File: config.mk
export PLATFORM = sky130hd
export DESIGN_NAME = sram_arb_2p
export DESIGN_NICKNAME = d
export VERILOG_FILES = /design/src/rtl/sram_arb_pkg.sv /design/src/rtl/sram_arb_grant.sv /design/src/rtl/sram_arb_2p.sv
export SDC_FILE = /design/constraint.sdc
export NUM_CORES = 1
export LEC_CHECK = 0
export CAP_MARGIN = 20
export CORE_ASPECT_RATIO = 1.75
export CORE_MARGIN = 3
export CORE_UTILIZATION = 40
export CTS_BUF_LIST = sky130_fd_sc_hd__clkbuf_16
export CTS_CLUSTER_SIZE = 8
export DETAILED_ROUTE_END_ITERATION = 6
export HOLD_SLACK_MARGIN = 0.02
export PLACE_DENSITY = 0.76
export SLEW_MARGIN = 20
export SYNTH_ARGS = -nofsm -noshare
export SYNTH_HDL_FRONTEND = slang
export SYNTH_SLANG_ARGS = --single-unit
File: constraint.sdc
create_clock -name clk0 -period 4.3 [get_ports clk0]
set_input_delay 0.43 -clock clk0 [delete_from_list [all_inputs] [get_ports clk0]]
set_output_delay 0.43 -clock clk0 [all_outputs]
set_load 0.005 [all_outputs]
File: src/rtl/sram_arb_pkg.sv
// Shared state encoding, width defaults and owner type for the two-port SRAM arbiter.
package sram_arb_pkg;
  localparam int DATA_WIDTH_DEF = 8;
  localparam int ADDR_WIDTH_DEF = 8;

  typedef logic [1:0] state_t;
  localparam state_t ST_IDLE  = 2'd0;
  localparam state_t ST_ISSUE = 2'd1;
  localparam state_t ST_WAIT  = 2'd2;
  localparam state_t ST_RESP  = 2'd3;

  typedef logic owner_t;
endpackage

File: src/rtl/sram_arb_grant.sv
// Two-way arbiter: round-robin on a last-served bit, or fixed priority to port 0 when
// SRAM_ARB_FIXED_PRIO_EN is defined. Grant is combinational; the pointer moves only on accept.
module sram_arb_grant
  import sram_arb_pkg::*;
(
  input  logic clk_i,
  input  logic rst_i,
  input  logic req0_i,
  input  logic req1_i,
  input  logic accept_i,
  output logic gnt_o
);

`ifdef SRAM_ARB_FIXED_PRIO_EN
  logic unused_w;
  assign unused_w = clk_i ^ rst_i ^ accept_i ^ req1_i;
  // Port 1 is only chosen when port 0 is idle; with no request the grant is don't-care.
  assign gnt_o = ~req0_i;
`else
  owner_t last_q, last_d;

  always_comb begin
    gnt_o = 1'b0;
    if (req0_i && req1_i) begin
      gnt_o = ~last_q;
    end else if (req1_i) begin
      gnt_o = 1'b1;
    end
    last_d = accept_i ? gnt_o : last_q;
  end

  // Reset to "port 1 last served" so port 0 wins the first contention.
  always_ff @(posedge clk_i or posedge rst_i) begin
    if (rst_i) begin
      last_q <= 1'b1;
    end else begin
      last_q <= last_d;
    end
  end
`endif

endmodule

File: src/rtl/sram_arb_2p.sv
// Two requesters onto one single-port SRAM macro, one transaction in flight at a time.
// Response pulse 3 cycles after accept (read) or 2 (write); both readies stay low while busy.
module sram_arb_2p
  import sram_arb_pkg::*;
#(
  parameter int DATA_WIDTH = DATA_WIDTH_DEF,
  parameter int ADDR_WIDTH = ADDR_WIDTH_DEF
) (
  input  logic                  clk0,
  input  logic                  rst0,
  input  logic                  r0_valid,
  output logic                  r0_ready,
  input  logic                  r0_we,
  input  logic [ADDR_WIDTH-1:0] r0_addr,
  input  logic [DATA_WIDTH-1:0] r0_wdata,
  output logic                  r0_rvalid,
  output logic [DATA_WIDTH-1:0] r0_rdata,
  output logic                  r0_wdone,
  input  logic                  r1_valid,
  output logic                  r1_ready,
  input  logic                  r1_we,
  input  logic [ADDR_WIDTH-1:0] r1_addr,
  input  logic [DATA_WIDTH-1:0] r1_wdata,
  output logic                  r1_rvalid,
  output logic [DATA_WIDTH-1:0] r1_rdata,
  output logic                  r1_wdone,
  output logic                  sram_csb0,
  output logic                  sram_web0,
  output logic [ADDR_WIDTH-1:0] sram_addr0,
  output logic [DATA_WIDTH-1:0] sram_din0,
  input  logic [DATA_WIDTH-1:0] sram_dout0,
  output logic                  busy
);

  state_t                state_q, state_d;
  owner_t                owner_q, owner_d;
  logic                  rd_q, rd_d;
  logic                  csb_q, csb_d, web_q, web_d;
  logic [ADDR_WIDTH-1:0] addr_q, addr_d;
  logic [DATA_WIDTH-1:0] din_q, din_d;
  logic [DATA_WIDTH-1:0] rdata0_q, rdata0_d, rdata1_q, rdata1_d;

  owner_t                gnt;
  logic                  idle, accept, resp, sel_we;
  logic [ADDR_WIDTH-1:0] sel_addr;
  logic [DATA_WIDTH-1:0] sel_wdata;

  sram_arb_grant u_grant (
    .clk_i    (clk0),
    .rst_i    (rst0),
    .req0_i   (r0_valid),
    .req1_i   (r1_valid),
    .accept_i (accept),
    .gnt_o    (gnt)
  );

  assign idle = (state_q == ST_IDLE);
  assign resp = (state_q == ST_RESP);
  // Gating with rst0 drops ready the instant reset asserts rather than after an edge.
  assign r0_ready = ~rst0 & idle & r0_valid & ~gnt;
  assign r1_ready = ~rst0 & idle & r1_valid & gnt;
  assign accept   = r0_ready | r1_ready;

  assign sel_we    = gnt ? r1_we    : r0_we;
  assign sel_addr  = gnt ? r1_addr  : r0_addr;
  assign sel_wdata = gnt ? r1_wdata : r0_wdata;

  always_comb begin
    state_d  = state_q;
    owner_d  = owner_q;
    rd_d     = rd_q;
    csb_d    = csb_q;
    web_d    = web_q;
    addr_d   = addr_q;
    din_d    = din_q;
    rdata0_d = rdata0_q;
    rdata1_d = rdata1_q;
    case (state_q)
      ST_IDLE: begin
        if (accept) begin
          state_d = ST_ISSUE;
          csb_d   = 1'b0;
          web_d   = ~sel_we;
          addr_d  = sel_addr;
          din_d   = sel_wdata;
          owner_d = gnt;
          rd_d    = ~sel_we;
        end
      end
      ST_ISSUE: begin
        csb_d   = 1'b1;
        web_d   = 1'b1;
        state_d = rd_q ? ST_WAIT : ST_RESP;
      end
      ST_WAIT: begin
        state_d = ST_RESP;
        if (owner_q) begin
          rdata1_d = sram_dout0;
        end else begin
          rdata0_d = sram_dout0;
        end
      end
      default: state_d = ST_IDLE;
    endcase
  end

  always_ff @(posedge clk0 or posedge rst0) begin
    if (rst0) begin
      state_q  <= ST_IDLE;
      owner_q  <= 1'b0;
      rd_q     <= 1'b0;
      csb_q    <= 1'b1;
      web_q    <= 1'b1;
      addr_q   <= '0;
      din_q    <= '0;
      rdata0_q <= '0;
      rdata1_q <= '0;
    end else begin
      state_q  <= state_d;
      owner_q  <= owner_d;
      rd_q     <= rd_d;
      csb_q    <= csb_d;
      web_q    <= web_d;
      addr_q   <= addr_d;
      din_q    <= din_d;
      rdata0_q <= rdata0_d;
      rdata1_q <= rdata1_d;
    end
  end

  assign sram_csb0  = csb_q;
  assign sram_web0  = web_q;
  assign sram_addr0 = addr_q;
  assign sram_din0  = din_q;
  assign r0_rdata   = rdata0_q;
  assign r1_rdata   = rdata1_q;
  assign r0_rvalid  = resp &  rd_q & ~owner_q;
  assign r0_wdone   = resp & ~rd_q & ~owner_q;
  assign r1_rvalid  = resp &  rd_q &  owner_q;
  assign r1_wdone   = resp & ~rd_q &  owner_q;
  assign busy       = ~idle;

endmodule

==> impl_metrics.json <==
{
  "numPortBuffers": 86,
  "p_leak_nw": 1.235,
  "vdd_drop_max_v": 0.0003856,
  "nNetsFinal": 289,
  "r2r_cells": 3,
  "clock_path_buffers": 2,
  "hold_buffers": 0,
  "synthTopCellsByArea": "dfrtp_1 (50%), mux2i_1 (8.9%), mux2_2 (8.1%)",
  "finalClockSkew_ns": 0.004396,
  "r2r_setup_slack_ns": 2.50,
  "wl_per_cell_um": 14.31,
  "maxCapViolCount": 0,
  "whs_ns": 0.4900,
  "syn_area_mm2": 0.001808,
  "num-fill-cells": 362,
  "dp_hpwl_um": 3162,
  "yosys.area.top_type_share_pct": 49.83,
  "critical_path.cell_chain": "clkdlybuf4s50_1 > a21bo_1 > and3_1 > clkdlybuf4s50_1",
  "endpoint_kind": "primary output",
  "grt_pass1_vias": 1534,
  "cpMaxStageDelayCell": "a21bo_1",
  "drc": 0,
  "rr_startpoint": "u_grant.last_q",
  "cts_tree": "built",
  "die_w_um": 56.82,
  "cts.repair.resized": 0,
  "grt_pass1_wl_um": 7134,
  "h-tree-depth": 2,
  "hp-start": "r0_rdata[3]",
  "p_per_area_mw_per_mm2": 636.2,
  "netlist_top_cells_count": "dfrtp_1 (36), o21ai_0 (24), mux2i_1 (16), mux2_2 (13), o21ai_1 (13)",
  "grt-ovfl-total": 0,
  "vias": 1455,
  "yosysMostFrequentCell": "dfrtp_1",
  "clock-root-buffer": "clkbuf_16",
  "hold_path_end": "r0_rdata[3]",
  "slew_headroom_pct": 40.63,
  "tightest_slew_ns": 0.8906,
  "cp-start-kind": "input port",
  "finalSetupViolations": 0,
  "power_mw": 1.801,
  "cp_max_fo": 19,
  "hold_class": "reg2reg",
  "placedCellCount": 281,
  "pin_count": 87,
  "grt_max_degree": 26,
  "clock-sinks": 39,
  "yosysUniqueCellTypes": 29,
  "synth_edf_count": 0,
  "max_freq_mhz": 343.3,
  "worst_hold_path.num_cells": 1,
  "drt_pass1_iterations": 4,
  "start_util_pct": 42.38,
  "ff_latch_area_um2": 979.7,
  "seq_area_frac_synth_pct": 54.19,
  "r2r_end": "sram_web0",
  "syn-num-nets": 202,
  "arrival_ns": 2.48,
  "n_antenna_cell": 0,
  "fin_crit_ns": 2.913,
  "crit_start": "r0_valid",
  "crit_path_max_incr_delay_ns": 0.73,
  "grt_use_total_pct": 16.83,
  "row_count": 31,
  "setup_tns_ns": 0,
  "yosys_warnings": 0,
  "avgViaCountPerCell": 5.052,
  "period_share_pct": 67.74,
  "dieArea_mm2": 0.005394,
  "final_core_util_pct": 66.36,
  "cts_buffers": 5,
  "insertion_delay_ns": 0.27,
  "maxSlewViolCount": 0,
  "drtIter0Drc": 22,
  "yosysTopAreaCell": "dfrtp_1",
  "finalNonFillerCells": 288,
  "crit_top_cell": "clkdlybuf4s50_1",
  "clkTransAtPathRegs_ns": 0.05,
  "drive_gt1_share_pct": 11.30,
  "synthCells": 152,
  "syn2layout_area_growth_pct": 56.61,
  "die_y_um": 94.94,
  "multi_input_area_um2": 758.2,
  "grt_setup_unrepaired": "no",
  "post_cts_buffers": 0,
  "place_congestion": 0.6836,
  "final_antenna_net_count": 0,
  "ys_ff_latch": 39,
  "final-hold-violation-count": 0,
  "async_flop_share_pct": 100.0,
  "core_region_area_mm2": 0.004267,
  "criticalPathCategory": "in2out",
  "synth_top_flop_cell": "dfrtp_1",
  "routed_wl_um": 4120,
  "status": "completed",
  "antenna_found_initial": 0,
  "syn_avg_cell_area_um2": 11.89,
  "cp.required_ns": 3.87
}
-- worst max-delay path: cells and delay by family --
kind / cells / cell delay (ns)
AOI/OAI and AO/OA: 1 / 0.73
buffers and inverters: 2 / 1.06
and+or+nand+nor: 1 / 0.26
-- placed cells by master (no fill, tap or decap) --
cell / Yosys / layout
a21bo_1: 1 / 1
a21o_1: 1 / 1
a21oi_1: 2 / 2
a22o_1: 1 / 1
a22oi_2: 1 / 1
a31oi_1: 1 / 1
and2b_1: 1 / 1
and3_1: 2 / 2
and3b_1: 1 / 1
buf_4: 0 / 3
clkbuf_16: 0 / 5
clkdlybuf4s50_1: 0 / 86
clkinv_1: 0 / 1
clkinv_2: 0 / 1
dfrtp_1: 36 / 36
dfstp_2: 3 / 3
ha_1: 4 / 4
inv_1: 4 / 4
mux2_1: 4 / 4
mux2_2: 13 / 13
mux2_4: 1 / 1
mux2i_1: 16 / 16
nand2_1: 3 / 3
nand2b_1: 2 / 2
nor2_1: 4 / 4
nor2b_1: 1 / 1
nor3_1: 1 / 1
nor3b_1: 1 / 1
o211ai_1: 2 / 2
o21ai_0: 24 / 24
o21ai_1: 13 / 13
-- logic make-up after synthesis --
| kind of cell | synth area share [%] |
|---|---|
| DFF | 54.19 |
| muxes | 20.28 |
| adders and majority gates | 2.768 |
| buffers and inverters | 3.875 |
| and+or+nand+nor | 4.775 |
| AOI/OAI and AO/OA | 14.12 |
-- worst max path at each step --
| stage | cells past startpoint | end | slack [ns] |
|---|---|---|---|
| final | 4 | r0_ready | 1.39 |
| after global routing | 4 | r0_ready | 1.26 |
| after CTS | 4 | r0_ready | 1.37 |
| after detailed placement | 4 | r0_ready | 1.39 |
| after global placement | 4 | r0_ready | 1.39 |
| after floorplan | 4 | r0_ready | 2.77 |
-- where the power goes --
group | leakage (nW) | internal (mW) | switching (mW) | total, mW
registers | 0.467 | 0.557 | 0.105 | 0.663
logic | 0.701 | 0.512 | 0.292 | 0.804
clock network | 0.0671 | 0.208 | 0.127 | 0.335
-- metal layers --
layer | track usage, % | vias to the layer above | part of all wire, % | wire, µm
li1 | - | 709 | - | -
met1 | 19.08 | 682 | 37 | 1533
met2 | 28.67 | 60 | 53 | 2189
met3 | 7.387 | 4 | 8.7 | 360
met4 | 4.642 | 0 | 0.87 | 36
met5 | 0 | - | 0 | 0
-- cell type report --
type                    count  area share, %
clock buffers               5          4.419
clock inverters             2         0.3093
inverters                   4         0.5303
multi-input cells         100          26.78
flip-flops and latches     39          34.60
well taps                  49          2.165
repair buffers             89          31.20
-- through the flow --
step	cell area (µm²)	worst slack [ns]
floorplan	1808	2.767
global placement	2698	1.395
detailed placement	2698	1.391
CTS	2831	1.372
global route	2831	1.258
finish	2831	1.387
-- registers in the layout, indices dropped and copies added, names as in the netlist --
name and cells:
owner_q 1, r0_rdata 8, sram_csb0 1, r1_rdata 8
rd_q 1, sram_din0 8, u_grant.last_q 1, state_q 2
sram_web0 1, sram_addr0 8
Note: power is estimated with default switching activity, not from simulation.
